===== src/rtl/alarm_ctrl_fsm_pkg.sv =====
// Shared definitions for the alarm clock: mode encodings, field limits and widths.
package alarm_ctrl_fsm_pkg;

  typedef enum logic [2:0] {
    CLOCK       = 3'd0,
    ADJ_CLK_HR  = 3'd1,
    ADJ_CLK_MIN = 3'd2,
    ADJ_ALM_HR  = 3'd3,
    ADJ_ALM_MIN = 3'd4
  } state_t;

  localparam int unsigned HR_MAX  = 23;
  localparam int unsigned MIN_MAX = 59;
  localparam int unsigned HR_W    = 5;
  localparam int unsigned MIN_W   = 6;

endpackage


===== src/rtl/alarm_ctrl_fsm_wrap_counter.sv =====
// Modulo-(MAX+1) up/down counter with synchronous clear; carry flags the MAX->0 increment.
module wrap_counter #(
  parameter int unsigned MAX = 59,
  parameter int unsigned W   = 6
) (
  input  logic         clk,
  input  logic         rst,
  input  logic         inc,
  input  logic         dec,
  input  logic         clr,
  input  logic         en,
  output logic [W-1:0] val,
  output logic         carry
);

  logic at_max;

  assign at_max = (val == W'(MAX));
  assign carry  = en & inc & at_max;

  always_ff @(posedge clk or posedge rst) begin
    if (rst)
      val <= '0;
    else if (clr)
      val <= '0;
    else if (en && inc)
      val <= at_max ? '0 : val + 1'b1;
    else if (en && dec)
      val <= (val == '0) ? W'(MAX) : val - 1'b1;
  end

endmodule


===== src/rtl/alarm_ctrl_fsm.sv =====
// Alarm clock mode controller: button-driven adjust FSM, timekeeping and alarm ring flag.
module alarm_ctrl_fsm
  import alarm_ctrl_fsm_pkg::*;
#(
  parameter int unsigned RING_SECS = 60
) (
  input  logic            clk,
  input  logic            rst,
  input  logic            tick_1hz,
  input  logic            btn_c,
  input  logic            btn_u,
  input  logic            btn_d,
  input  logic            btn_l,
  input  logic            btn_r,
  output logic [HR_W-1:0]  disp_hr,
  output logic [MIN_W-1:0] disp_min,
  output logic [MIN_W-1:0] sec,
  output logic [2:0]       mode,
  output logic             adj_led,
  output logic             alarm_ring
);

  localparam int unsigned RW = $clog2(RING_SECS + 1);

  state_t st, st_nxt;
  logic [HR_W-1:0]  clk_hr, alm_hr, nxt_hr;
  logic [MIN_W-1:0] clk_min, alm_min, nxt_min;
  logic [RW-1:0]    ring_cnt;
  logic pc, pr, pl, pu, pd, take, ring_clr, adv;
  logic sec_cy, min_cy, hr_cy, amin_cy, ahr_cy, sec_clr, match;
  logic unused_carries;

  // A pending ring swallows every button; otherwise only the highest-priority pulse acts.
  assign take     = ~alarm_ring;
  assign ring_clr = alarm_ring & (btn_c | btn_u | btn_d | btn_l | btn_r);
  assign pc = take & btn_c;
  assign pr = take & ~btn_c & btn_r;
  assign pl = take & ~btn_c & ~btn_r & btn_l;
  assign pu = take & ~btn_c & ~btn_r & ~btn_l & btn_u;
  assign pd = take & ~btn_c & ~btn_r & ~btn_l & ~btn_u & btn_d;

  assign adv     = tick_1hz & (st == CLOCK);
  assign sec_clr = (pu | pd) & ((st == ADJ_CLK_HR) | (st == ADJ_CLK_MIN));

  always_comb begin
    st_nxt = st;
    case (st)
      CLOCK:       if (pc) st_nxt = ADJ_CLK_HR;
      ADJ_CLK_HR:  if (pc) st_nxt = CLOCK; else if (pr) st_nxt = ADJ_CLK_MIN; else if (pl) st_nxt = ADJ_ALM_MIN;
      ADJ_CLK_MIN: if (pc) st_nxt = CLOCK; else if (pr) st_nxt = ADJ_ALM_HR;  else if (pl) st_nxt = ADJ_CLK_HR;
      ADJ_ALM_HR:  if (pc) st_nxt = CLOCK; else if (pr) st_nxt = ADJ_ALM_MIN; else if (pl) st_nxt = ADJ_CLK_MIN;
      ADJ_ALM_MIN: if (pc) st_nxt = CLOCK; else if (pr) st_nxt = ADJ_CLK_HR;  else if (pl) st_nxt = ADJ_ALM_HR;
      default:     st_nxt = CLOCK;
    endcase
  end

  always_ff @(posedge clk or posedge rst) begin
    if (rst) begin
      st      <= CLOCK;
      adj_led <= 1'b0;
    end else begin
      st      <= st_nxt;
      adj_led <= (st_nxt != CLOCK);
    end
  end

  // Field buttons act only in adjust states, where adv is low, so button steps never carry.
  wrap_counter #(.MAX(MIN_MAX), .W(MIN_W)) u_sec (
    .clk(clk), .rst(rst), .inc(adv), .dec(1'b0), .clr(sec_clr), .en(1'b1),
    .val(sec), .carry(sec_cy));

  wrap_counter #(.MAX(MIN_MAX), .W(MIN_W)) u_min (
    .clk(clk), .rst(rst), .inc(sec_cy | ((st == ADJ_CLK_MIN) & pu)),
    .dec((st == ADJ_CLK_MIN) & pd), .clr(1'b0), .en(1'b1),
    .val(clk_min), .carry(min_cy));

  wrap_counter #(.MAX(HR_MAX), .W(HR_W)) u_hr (
    .clk(clk), .rst(rst), .inc((sec_cy & min_cy) | ((st == ADJ_CLK_HR) & pu)),
    .dec((st == ADJ_CLK_HR) & pd), .clr(1'b0), .en(1'b1),
    .val(clk_hr), .carry(hr_cy));

  wrap_counter #(.MAX(MIN_MAX), .W(MIN_W)) u_alm_min (
    .clk(clk), .rst(rst), .inc(pu), .dec(pd), .clr(1'b0), .en(st == ADJ_ALM_MIN),
    .val(alm_min), .carry(amin_cy));

  wrap_counter #(.MAX(HR_MAX), .W(HR_W)) u_alm_hr (
    .clk(clk), .rst(rst), .inc(pu), .dec(pd), .clr(1'b0), .en(st == ADJ_ALM_HR),
    .val(alm_hr), .carry(ahr_cy));

  assign unused_carries = hr_cy ^ amin_cy ^ ahr_cy;

  // Time after this tick; only relevant when sec_cy marks a new hh:mm:00.
  assign nxt_min = (clk_min == MIN_W'(MIN_MAX)) ? '0 : clk_min + 1'b1;
  assign nxt_hr  = (clk_min != MIN_W'(MIN_MAX)) ? clk_hr :
                   (clk_hr == HR_W'(HR_MAX)) ? '0 : clk_hr + 1'b1;
  assign match   = sec_cy & (nxt_min == alm_min) & (nxt_hr == alm_hr);

  always_ff @(posedge clk or posedge rst) begin
    if (rst) begin
      alarm_ring <= 1'b0;
      ring_cnt   <= '0;
    end else if (match) begin
      alarm_ring <= 1'b1;
      ring_cnt   <= RW'(RING_SECS);
    end else if (ring_clr) begin
      alarm_ring <= 1'b0;
      ring_cnt   <= '0;
    end else if (alarm_ring && tick_1hz) begin
      ring_cnt <= ring_cnt - 1'b1;
      if (ring_cnt == RW'(1))
        alarm_ring <= 1'b0;
    end
  end

  assign mode = st;

  always_comb begin
    disp_hr  = clk_hr;
    disp_min = clk_min;
    if (st == ADJ_ALM_HR || st == ADJ_ALM_MIN) begin
      disp_hr  = alm_hr;
      disp_min = alm_min;
    end
  end

endmodule


===== config.mk =====
export PLATFORM = sky130hd
export DESIGN_NAME = alarm_ctrl_fsm
export DESIGN_NICKNAME = d
export VERILOG_FILES = /design/src/rtl/alarm_ctrl_fsm_pkg.sv /design/src/rtl/alarm_ctrl_fsm_wrap_counter.sv /design/src/rtl/alarm_ctrl_fsm.sv
export SDC_FILE = /design/constraint.sdc
export NUM_CORES = 1
export LEC_CHECK = 0
export CAP_MARGIN = 20
export CORE_UTILIZATION = 25
export CTS_BUF_LIST = sky130_fd_sc_hd__clkbuf_16
export CTS_CLUSTER_DIAMETER = 150
export DETAILED_ROUTE_END_ITERATION = 7
export PLACE_DENSITY = 0.52
export SYNTH_ARGS = -nofsm -noshare
export SYNTH_HDL_FRONTEND = slang
export SYNTH_SLANG_ARGS = --single-unit

===== constraint.sdc =====
create_clock -name clk -period 2.5 [get_ports clk]
set_clock_uncertainty 0.2 [all_clocks]
set_input_delay 0.75 -clock clk [delete_from_list [all_inputs] [get_ports clk]]
set_output_delay 0.75 -clock clk [all_outputs]
set_load 0.01 [all_outputs]

Yosys cells after proc, flatten, opt, wreduce, memory -nomap -nowiden
Index checks and enable logic that the tools add are counted.
{"block": "word_totals", "regBits": 39, "latch_bits": 0, "mem_bits_rw": 0, "rom_bits": 0, "in_bits": 8, "out_inout_bits": 22, "elab_cells": 129, "memories": 0}
{"block": "classes", "addsub": 10, "n_mul": 0, "n_div": 0, "order_cmp": 0, "n_eq_ne": 13, "shifts": 0, "n_mux": 43, "bitwise_logic": 34, "reduce_logical": 20}
{"cell": "$mux W6", "n": 15}
{"cell": "$mux W5", "n": 10}
{"cell": "$mux W3", "n": 13}
{"cell": "$and A1 B1 Y1", "n": 21}
{"cell": "$add A6 B1 Y6 const B", "n": 3}
{"cell": "$eq A6 B6 Y1 const B", "n": 3}
{"cell": "$sub A6 B1 Y6 const B", "n": 3}
{"cell": "$pmux W3 S5", "n": 1}
{"cell": "$logic_not A6 Y1", "n": 2}
{"cell": "$add A5 B1 Y5 const B", "n": 2}
{"cell": "$eq A5 B5 Y1 const B", "n": 2}
{"cell": "$logic_not A5 Y1", "n": 2}
{"cell": "$reduce_bool A2 Y1", "n": 5}
{"cell": "$sub A5 B1 Y5 const B", "n": 2}
{"cell": "$reduce_bool A3 Y1", "n": 3}
{"cell": "$or A1 B1 Y1", "n": 8}
{"cell": "$eq A3 B2 Y1 const B", "n": 2}
{"cell": "$eq A6 B1 Y1 const B", "n": 1}
{"cell": "$eq A6 B6 Y1", "n": 1}
{"cell": "$ne A6 B6 Y1 const B", "n": 1}
{"cell": "$eq A5 B5 Y1", "n": 1}
{"cell": "$logic_and A1 B1 Y1", "n": 5}
{"cell": "$not A1 Y1", "n": 5}
{"cell": "$mux W1", "n": 4}
{"cell": "5 further kinds", "n": 5}

Logic depth before layout (Yosys ltp)
Gate-level depths: netlist of run 1.
{"block": "depth", "depth_word": 11, "ltp_mapped": 9, "mapped_depth_nobuf": 8}

By module
A second synthesis of run 1 with hierarchy kept.
{"block": "hier_totals", "hier_cells": 501, "area_unflattened_um2": 4097.7}
{"mod": "wrap_counter (u_alm_min ...)", "n_inst": 3, "cells_per_inst": 72, "area_each_um2": 609.3, "seq_area_each_um2": 150.1}
{"mod": "alarm_ctrl_fsm", "n_inst": 1, "cells_per_inst": 189, "area_each_um2": 1451.4, "seq_area_each_um2": 275.3}
{"mod": "wrap_counter (u_alm_hr ...)", "n_inst": 2, "cells_per_inst": 48, "area_each_um2": 409.1, "seq_area_each_um2": 125.1}

Worst setup path before layout of run 1
No wires, ideal clock.
{"block": "synth_timing", "kind": "reg2out", "startpoint": "register st[0] (netlist: mode[0])", "endpoint": "output port disp_hr[0]", "t_arrival_ns": 1.634, "required_ns": 1.550, "path_slack_ns": -0.084, "stages_incl_launch_ff": 7, "n_path_buf": 2, "cell_sequence": "dfrtp_1 -> clkbuf_1 -> nor2_1 -> nand2_1 -> nand2_1 -> clkbuf_1 -> o21ai_0"}
{"block": "synth_between", "elab_chain_cells": 3, "word_cells_on_any_way": 4, "cone_classes": "eq/ne: 2; mux: 1; reduce/logical: 1"}
{"item": "from (decl)", "line_no": "alarm_ctrl_fsm.sv:25", "source": "state_t st, st_nxt;"}
{"item": "from (signal assigned)", "line_no": "alarm_ctrl_fsm.sv:62", "source": "st <= st_nxt;"}
{"item": "$eq A3 B2 Y1 / $eq A3 B3 Y1 (equally long branches)", "line_no": "alarm_ctrl_fsm.sv:120", "source": "if (st == ADJ_ALM_HR || st == ADJ_ALM_MIN) begin"}
{"item": "$logic_or A1 B1 Y1 (*)", "line_no": "alarm_ctrl_fsm.sv:120"}
{"item": "$mux W5 (*)", "line_no": "alarm_ctrl_fsm.sv:120"}
{"item": "to (decl)", "line_no": "alarm_ctrl_fsm.sv:15", "source": "output logic [HR_W-1:0] disp_hr,"}
Every way passes the cells marked *; elsewhere a longest branch is shown, timed or not.

Worst setup path after layout of run 1
{"block": "layout_timing", "startpoint": "register st[1] (netlist: mode[1])", "endpoint": "output port disp_min[2]"}
{"block": "layout_between", "elab_chain_cells": 3, "word_cells_on_any_way": 4, "cone_classes": "eq/ne: 2; mux: 1; reduce/logical: 1"}
{"item": "$eq A3 B2 Y1 / $eq A3 B3 Y1 (equally long branches)", "line_no": "alarm_ctrl_fsm.sv:120"}
{"item": "$logic_or A1 B1 Y1 (*)", "line_no": "alarm_ctrl_fsm.sv:120"}
{"item": "$mux W6 (*)", "line_no": "alarm_ctrl_fsm.sv:120"}
{"item": "to (decl)", "line_no": "alarm_ctrl_fsm.sv:16", "source": "output logic [MIN_W-1:0] disp_min,"}
Marked as above.

==> flow_summary.ini, run 1 <==
[global_route]
gr-total-overflow = 0
gr-usage-all-layers = 0.1571
grt_max_degree = 40
grt_pass1_wl_um = 16570
antenna_found_initial = 0
grt_pass1_vias = 3355

[critical_path]
crit_required_ps = 1550
crit_fanout = 4
slowest_stage = dfrtp_1
r2r_slack_ps = 90
end_kind = output pin
crit_type = reg2out
start_kind = register
cp.arrival_ps = 1680
max_stage_delay_ps = 420
worstPathCellList = nor2b_4 -> nand2_4 -> nand2_4 -> buf_6 -> mux2_4 -> buf_6

[status]
violations = negative setup slack
run_status = finished, violations left

[synth]
avgSynthCellArea_um2 = 7.774
synth_most_common_cell = nand2_1
synth_cell_type_count = 63
async_flop_share = 1.000
synth_largest_area_cell = dfrtp_1
syn_nets = 439
yosysSeqAreaShare = 0.3003
ys_top_cells_by_count = 45 x nand2_1, 44 x o21ai_0, 39 x dfrtp_1
syn_area_um2 = 3249
synth_top_area_frac = 0.3003
ys_ff_latch = 39
synth-main-ff-cell = dfrtp_1
post_synth_main_area_contributors = dfrtp_1 30%, o21ai_0 6.8%, nand2_1 5.2%
ys.warnings.count = 0
syn_inst = 418
synth_edf_count = 0

[power]
ir_worst_vdd_mv = 0.4394
switchingPower_w = 0.001912
cellInternalPower_w = 0.002576
power_frac_clock = 0.137
combPwrFrac = 0.625
leakagePower_nw = 2.095
seqPwrFrac = 0.238
p_per_area_nw_per_um2 = 969.6
switching_share = 0.4260

[clock_network]
clock_latency_ps = 280
cts_tree = built
cts_sinks = 39
tritoncts.num_buffers = 5
htree_num_levels = 2
path_clk_slew_ps = 60
clock_path_buffers = 2
ctsRootBufferMaster = clkbuf_16

[routing]
first_iter_violations = 156
num_vias = 3506
dr.pass1.iters = 5
wl_um = 10100
drtAntennaViolNets = 0
via_per_inst = 5.045
drc = 0
post_drt_wl_per_cell_um = 14.54

[cells_and_area]
fin_cells = 695
areaGrowthSynthToFinish_pct = 42.47
final_layout_size_suffix_gt1_frac = 0.2830
antenna_cells = 0
nNetsFinal = 543

[floorplan]
die_y_um = 116.0
die_w_um = 116.0
coreArea_um2 = 12670
rows = 41
dieArea_um2 = 13460
start_util = 0.2564
io_pins = 30

[sta]
max_slew.worst_pin.slew_ps = 437.3
slew_viol_final = 0
relSlewSlack = 0.7071
tns_ps = -837.0
finalCritPeriodShare = 1.053
finalHoldViolCount = 0
clock.fmax_mhz = 379.7
finalSetupViolCount = 10
rsz0062_at_grt = yes
min_period_ps = 2634
setup_slack_ps = -133.6

[placed_design]
place_inst = 676
dpl.hpwl_um = 7221
port_buffers = 29
gp_congestion = 0.8966

[min_path]
hold_path.class = reg2reg

[run]
cap_violations = 0
## placed cells by master (no fill, tap or decap), drive strengths merged, types with 3 or more instances in the layout
master,netlist,final
or3b,3,3
nor2,37,37
nand3,17,17
dfrtp,39,39
a211oi,5,5
and3,7,7
o22ai,7,7
dlymetal6s2s,0,3
dlygate4sd2,0,4
nor3,18,18
xnor2,12,12
or2,3,3
nor3b,4,4
mux2i,3,3
nand2,45,46
o211ai,4,4
nand3b,3,3
o21ai,45,45
ha,13,13
and2,6,6
nor2b,6,6
nand2b,8,8
nand4,5,5
clkdlybuf4s50,0,11
mux2,6,6
a22oi,3,3
clkbuf,18,5
o21a,3,3
buf,7,103
xor2,5,5
a31oi,10,10
inv,17,18
a21oi,28,28
## kinds of logic (layout without fill, tap and decap cells)
family                   count (synthesis)  after routing  synth area share
AO/OA/AOI/OAI                          124            124            0.2360
XOR/XNOR                                17             17           0.04582
adder cells (fa/ha/maj)                 13             13           0.05006
buffers and inverters                   42            146           0.05236
flip-flops                              39             39            0.3003
multiplexers                             9              9           0.03003
AND/OR/NAND/NOR                        174            175            0.2853
## sequential cells by signal, summed over array words and instances, names as in the netlist
register / flops
adj_led: 1
alarm_ring: 1
mode: 3
ring_cnt: 6
u_alm_hr.val: 5
u_alm_min.val: 6
u_hr.val: 5
u_min.val: 6
u_sec.val: 6
## worst paths after layout
path / startpoint / endpoint / depth (start not counted)
hold reg to reg: ring_cnt[5]$_DFFE_PP0P_ / ring_cnt[5]$_DFFE_PP0P_ / 2
min in group asynchronous: rst / u_alm_min.val[3]$_DFFE_PP0P_ / 3
max in group asynchronous: rst / u_hr.val[3]$_DFFE_PP0P_ / 3
setup reg to reg: u_hr.val[1]$_DFFE_PP0P_ / ring_cnt[1]$_DFFE_PP0P_ / 7
setup / recovery: mode[1]$_DFF_PP0_ / disp_min[2] / 6
hold / removal: ring_cnt[5]$_DFFE_PP0P_ / ring_cnt[5]$_DFFE_PP0P_ / 2
## cell type report
class,instances,area [um2]
Sequential cell,39,975.9
Inverter,17,63.81
Multi-Input combinational cell,338,2251
Fill cell,1322,8041
Tap cell,172,215.2
Timing Repair Buffer,121,987.2
Clock buffer,5,125.1
Clock inverter,3,11.26
## stage by stage
step,cell area [um2],hold WS (ps),power [W],util,setup slack (ps)
CTS,4551,325.7,0.004416,0.3591,-90.21
global route,4629,387.2,0.004838,0.3654,-180.8
detailed placement,4279,310.8,0.003633,0.3377,-453.4
finish,4629,330.5,0.004489,0.3654,-133.6
floorplan,3254,274.2,0.002537,-,50.26
global placement,4279,296.9,0.003618,0.3377,-458.4
## power groups by stage
stage / Sequential (W) / Clock, W / Combinational, W
after floorplan: 0.000995 / 0 / 0.00154
after global placement: 0.00106 / 0 / 0.00256
after detailed placement: 0.00106 / 0 / 0.00257
after CTS: 0.00106 / 0.000633 / 0.00272
after global routing: 0.00110 / 0.000654 / 0.00308
final: 0.00107 / 0.000617 / 0.00281
## repair_timing
item,in CTS,in global routing
hold buffers,0,0
buffers inserted,9,1
resized for setup,78,22
endpoints found under the hold margin,0,0
gates cloned,1,0
pin swaps,7,6
setup endpoints to repair,24,33
## worst max-delay path: cells and delay by family (launching register included)
kind                   cells  cell delay (ps)
and+or+nand+nor            3              430
DFF                        1              420
muxes                      1              300
buffers and inverters      2              240
## routing by layer
metal / track usage / routed length (um)
met2: 0.2730 / 4881
met5: 0 / 0
met1: 0.1959 / 4516
met3: 0.02406 / 438
met4: 0.05812 / 267
No activity file was read; power rests on OpenSTA's default activity.
==> run 2: changes to the inputs <==
--- a/config.mk
+++ b/config.mk
@@ -10,7 +10,7 @@
 export CTS_BUF_LIST = sky130_fd_sc_hd__clkbuf_16
 export CTS_CLUSTER_DIAMETER = 150
 export DETAILED_ROUTE_END_ITERATION = 7
-export PLACE_DENSITY = 0.52
+export PLACE_DENSITY = 0.5
 export SYNTH_ARGS = -nofsm -noshare
 export SYNTH_HDL_FRONTEND = slang
 export SYNTH_SLANG_ARGS = --single-unit
==> constraint.sdc (replaced) <==
create_clock -name clk -period 2.7 [get_ports clk]
set_clock_uncertainty 0.2 [all_clocks]
set_input_delay 0.81 -clock clk [delete_from_list [all_inputs] [get_ports clk]]
set_output_delay 0.81 -clock clk [all_outputs]
set_load 0.01 [all_outputs]
==> run 2 against run 1 <==
  * The run now ends clean
  * Register-to-register slack improved by 80 ps
  * Combinational power fell by 14%
  * Power fell by 11%
  * Final area fell by 4.5%
  * Global-route usage fell by 0.60 points
==> flow_summary.ini, run 2 (same netlist as run 1, synthesis figures left out) <==
[global_route]
antenna_found_initial = 0
gr-total-overflow = 0
grt_max_degree = 40
gr-usage-all-layers = 0.1511
grt_pass1_vias = 3188
grt_pass1_wl_um = 15910

[routing]
wl_um = 9783
dr.pass1.iters = 4
drtAntennaViolNets = 0
via_per_inst = 4.997
first_iter_violations = 181
post_drt_wl_per_cell_um = 14.65
drc = 0
num_vias = 3338

[cells_and_area]
final_common_cell = buf_4
final_util = 0.3490
fillers = 1362
antenna_cells = 0
areaGrowthSynthToFinish_pct = 36.08
final_layout_size_suffix_gt1_frac = 0.2339
nNetsFinal = 518
fin_cells = 668
mostFrequentLayoutCells = 63 x buf_4, 42 x o21ai_0, 40 x nand2_1, 39 x dfrtp_1, 35 x nor2_1

[sta]
rsz0062_at_grt = yes
min_period_ps = 2642
finalSetupViolCount = 0
finalCritPeriodShare = 0.9783
max_slew.worst_pin.slew_ps = 834.2
finalHoldViolCount = 0
clock.fmax_mhz = 378.6
slew_viol_final = 0
setup_slack_ps = 58.46
relSlewSlack = 0.4427

[critical_path]
start_kind = register
crit_required_ps = 1690
crit_fanout = 8
end_kind = output pin
crit_type = reg2out
cp.arrival_ps = 1630

[clock_network]
path_clk_slew_ps = 60
clock_path_buffers = 2
htree_num_levels = 2
cts_tree = built
cts_hold_buf = 0
tritoncts.num_buffers = 5
cts_sinks = 39
clock_latency_ps = 290
ctsRootBufferMaster = clkbuf_16

[floorplan]
io_pins = 30
dieArea_um2 = 13460
start_util = 0.2564
die_y_um = 116.0
rows = 41
coreArea_um2 = 12670
die_w_um = 116.0

[placed_design]
port_buffers = 29
dpl_worst_slack_ps = -380.7
dpl.hpwl_um = 7157
place_inst = 655
gp_congestion = 0.8578

[power]
p_per_area_nw_per_um2 = 899.8
leakagePower_nw = 1.916
ir_worst_vdd_mv = 0.4206
total_power_w = 0.003979

[status]
run_status = finished, final reports clean

[min_path]
hold_path.class = reg2reg

[run]
cap_violations = 0
[run 2: repair_timing]
item	in CTS	in global routing
gates resized for setup	34	44
setup endpoints to repair	15	25
pin swaps	1	6
setup buffers	2	3
gates cloned	0	2
[run 2: metal layers]
metal,vias to the layer above,global-route usage,part of all wire
li1,1672,-,-
met1,1571,0.2099,0.48
met2,86,0.2369,0.46
met3,9,0.02720,0.044
met4,0,0.04701,0.012
met5,-,0,0
[run 2: worst max-delay path, cell delays in order (launching register included)]
cell and delay [ps]:
dfrtp_1 400, buf_4 170, nand2_2 80, nand2_4 90, clkbuf_16 180, o21ai_0 160
clkdlybuf4s15_1 270
[run 2: where the power goes]
part | total (W) | internal, W | switching, W | leakage, nW
registers | 0.000993 | 0.000750 | 0.000243 | 0.495
logic | 0.00242 | 0.00121 | 0.00121 | 1.35
clock network | 0.000569 | 0.000329 | 0.000240 | 0.0669
[run 2: path summary, 6_finish.rpt]
path | startpoint | endpoint | slack (ps) | cells after the start
max | mode[0]$_DFF_PP0_ | disp_min[0] | 60 | 6
min | ring_cnt[5]$_DFFE_PP0P_ | ring_cnt[5]$_DFFE_PP0P_ | 310 | 2
max reg2reg | u_min.val[1]$_DFFE_PP0P_ | ring_cnt[0]$_DFFE_PP0P_ | 170 | 7
min reg2reg | ring_cnt[5]$_DFFE_PP0P_ | ring_cnt[5]$_DFFE_PP0P_ | 310 | 2
max in group asynchronous | rst | u_sec.val[3]$_DFFE_PP0P_ | 1150 | 3
min in group asynchronous | rst | u_alm_min.val[3]$_DFFE_PP0P_ | 760 | 3
[run 2: layout make-up]
cell class	instances	area (um2)	area share
inverter	17	63.81	0.01443
timing repair buffer	97	839.6	0.1899
clock inverter	1	3.754	0.0008489
tap	172	215.2	0.04867
sequential	39	975.9	0.2207
clock buffer	5	125.1	0.02830
multi-input combinational	337	2198	0.4972
[run 2: through the flow]
step | hold slack, ps | area [um2] | TNS [ps]
final | 311.9 | 4422 | 0
after floorplan | 274.2 | 3249 | 0
after detailed placement | 304.4 | 4119 | -5968
after global routing | 335.5 | 4422 | -39.59
after global placement | 294.1 | 4119 | -5117
after CTS | 317.2 | 4262 | -93.38
==> run 3: changes to the inputs <==
--- a/config.mk
+++ b/config.mk
@@ -6,11 +6,11 @@
 export NUM_CORES = 1
 export LEC_CHECK = 0
 export CAP_MARGIN = 20
-export CORE_UTILIZATION = 25
+export CORE_UTILIZATION = 40
 export CTS_BUF_LIST = sky130_fd_sc_hd__clkbuf_16
 export CTS_CLUSTER_DIAMETER = 150
 export DETAILED_ROUTE_END_ITERATION = 7
-export PLACE_DENSITY = 0.5
+export PLACE_DENSITY = 0.68
 export SYNTH_ARGS = -nofsm -noshare
 export SYNTH_HDL_FRONTEND = slang
 export SYNTH_SLANG_ARGS = --single-unit
==> run 3 against run 2 <==
  * The run now ends with negative setup slack left
  * Combinational power up 7%
  * Worst setup slack got worse by 69 ps
  * Final cell count fell by 8.1%
  * Die area fell by 37%
  * Largest cell class unchanged
==> flow_summary.ini, run 3 (same netlist as run 1, synthesis figures left out) <==
[status]
run_status = finished, violations left
violations = negative setup slack

[global_route]
gr-usage-all-layers = 0.2308
grt_max_degree = 40
antenna_found_initial = 0
grt_pass1_vias = 3279
gr-usage-met3 = 0.02488
grt_pass1_wl_um = 15770
grt-busiest-layer = met2
grt_use_met2 = 0.3831
grtUsageMet1 = 0.3132
gr-total-overflow = 0

[sta]
slew_viol_final = 0
clock.fmax_mhz = 369.0
finalCritPeriodShare = 1.004
finalSetupViolCount = 1
finalHoldViolCount = 0
rsz0062_at_grt = yes
holdWs_ps = 309.3
max_slew.worst_pin.slew_ps = 551.0
min_period_ps = 2710
setup_slack_ps = -10.04
relSlewSlack = 0.6275

[power]
power_frac_clock = 0.160
total_power_w = 0.004225
p_per_area_nw_per_um2 = 945.9
leakagePower_nw = 2.010
cellInternalPower_w = 0.002493
ir_worst_vdd_mv = 0.6262
seqPwrFrac = 0.228
combPwrFrac = 0.613
switchingPower_w = 0.001732
switching_share = 0.4099

[cells_and_area]
final_area_um2 = 4467
mostFrequentLayoutCells = 79 x buf_4, 43 x o21ai_0, 41 x nand2_1, 39 x dfrtp_1, 35 x nor2_1
nNetsFinal = 532
final_layout_size_suffix_gt1_frac = 0.2500
antenna_cells = 0
final_common_cell = buf_4
areaGrowthSynthToFinish_pct = 37.47
final_util = 0.5721

[clock_network]
cts_sinks = 39
htree_num_levels = 2
clock_latency_ps = 290
cts_hold_buf = 0
ctsRootBufferMaster = clkbuf_16
clock_path_buffers = 2
tritoncts.num_buffers = 5
cts_tree = built
path_clk_slew_ps = 60

[floorplan]
start_util = 0.4162
io_pins = 30
rows = 32
die_y_um = 92.13
coreArea_um2 = 7807
die_w_um = 92.13
dieArea_um2 = 8488

[routing]
post_drt_wl_per_cell_um = 15.78
via_per_inst = 5.682
drtAntennaViolNets = 0
first_iter_violations = 297
wl_um = 9690
drc = 0
dr.pass1.iters = 5
num_vias = 3489

[placed_design]
place_area_um2 = 4106
dpl.hpwl_um = 6844
gp_congestion = 0.8756
port_buffers = 29
dpl_worst_slack_ps = -285.5

[critical_path]
worstPathCellList = buf_4 -> nand2_2 -> nand2_4 -> buf_12 -> buf_6 -> nand2_2 -> o21ai_2 -> buf_4 -> buf_6
critical-path-top-delay-family = buffers and inverters
max_stage_delay_ps = 420
cp.arrival_ps = 1700
slowest_stage = dfrtp_1
start_kind = register
end_kind = output pin
crit_buf_inv = 5
crit_fanout = 8
crit_type = reg2out
crit_required_ps = 1690

[run]
cap_violations = 0

[min_path]
hold_path.class = reg2reg
==> run 3: worst paths after layout <==
check	endpoint	cells after the start	slack [ps]	startpoint
setup / recovery	disp_min[0]	9	-10	mode[2]$_DFF_PP0_
hold / removal	ring_cnt[5]$_DFFE_PP0P_	2	310	ring_cnt[5]$_DFFE_PP0P_
setup reg to reg	ring_cnt[0]$_DFFE_PP0P_	8	130	u_min.val[0]$_DFFE_PP0P_
hold reg to reg	ring_cnt[5]$_DFFE_PP0P_	2	310	ring_cnt[5]$_DFFE_PP0P_
max in group asynchronous	u_hr.val[3]$_DFFE_PP0P_	3	1160	rst
min in group asynchronous	u_alm_min.val[1]$_DFFE_PP0P_	3	750	rst
==> run 3: through the flow <==
stage               std cells  TNS [ps]
CTS                       607    -35.40
global placement          595     -3870
detailed placement        595     -4869
finish                    614    -10.04
floorplan                 418         0
global route              614    -286.7
==> run 3: repair_timing <==
action / 4_1_cts / 5_1_grt
pin swaps: 0 / 7
endpoints found under the setup margin: 11 / 34
resized for setup: 31 / 38
gates cloned: 0 / 1
buffers inserted: 4 / 6
==> run 3: power by group through the flow <==
| stage | clock network [W] | registers, W | logic (W) |
|---|---|---|---|
| 2_1_floorplan | 0 | 0.000921 | 0.00141 |
| 3_3_place_gp | 0 | 0.000950 | 0.00233 |
| 3_5_place_dp | 0 | 0.000953 | 0.00236 |
| 4_1_cts | 0.000689 | 0.000945 | 0.00235 |
| 5_1_grt | 0.000706 | 0.000988 | 0.00283 |
| 6_report | 0.000675 | 0.000962 | 0.00259 |
==> run 3: layout make-up <==
class,count,area (um2)
inverter,17,63.81
clock buffer,5,125.1
multi-input combinational,337,2196
clock inverter,3,38.79
timing repair buffer,111,939.7
fill,681,3341
sequential,39,975.9
tap,102,127.6
==> run 3: per-layer routing <==
layer | vias to the layer above | part of all wire
li1 | 1703 | -
met2 | 129 | 0.48
met5 | - | 0
met4 | 0 | 0.020
met1 | 1637 | 0.45
met3 | 20 | 0.052
==> run 3: worst reg2reg max path, stage by stage (launching register included) <==
cell	delay (ps)
dfrtp_1	360
ha_1	220
buf_4	150
nand4_4	90
or2_0	330
o41a_1	450
a211oi_2	230
nand4_2	220
and2_1	220
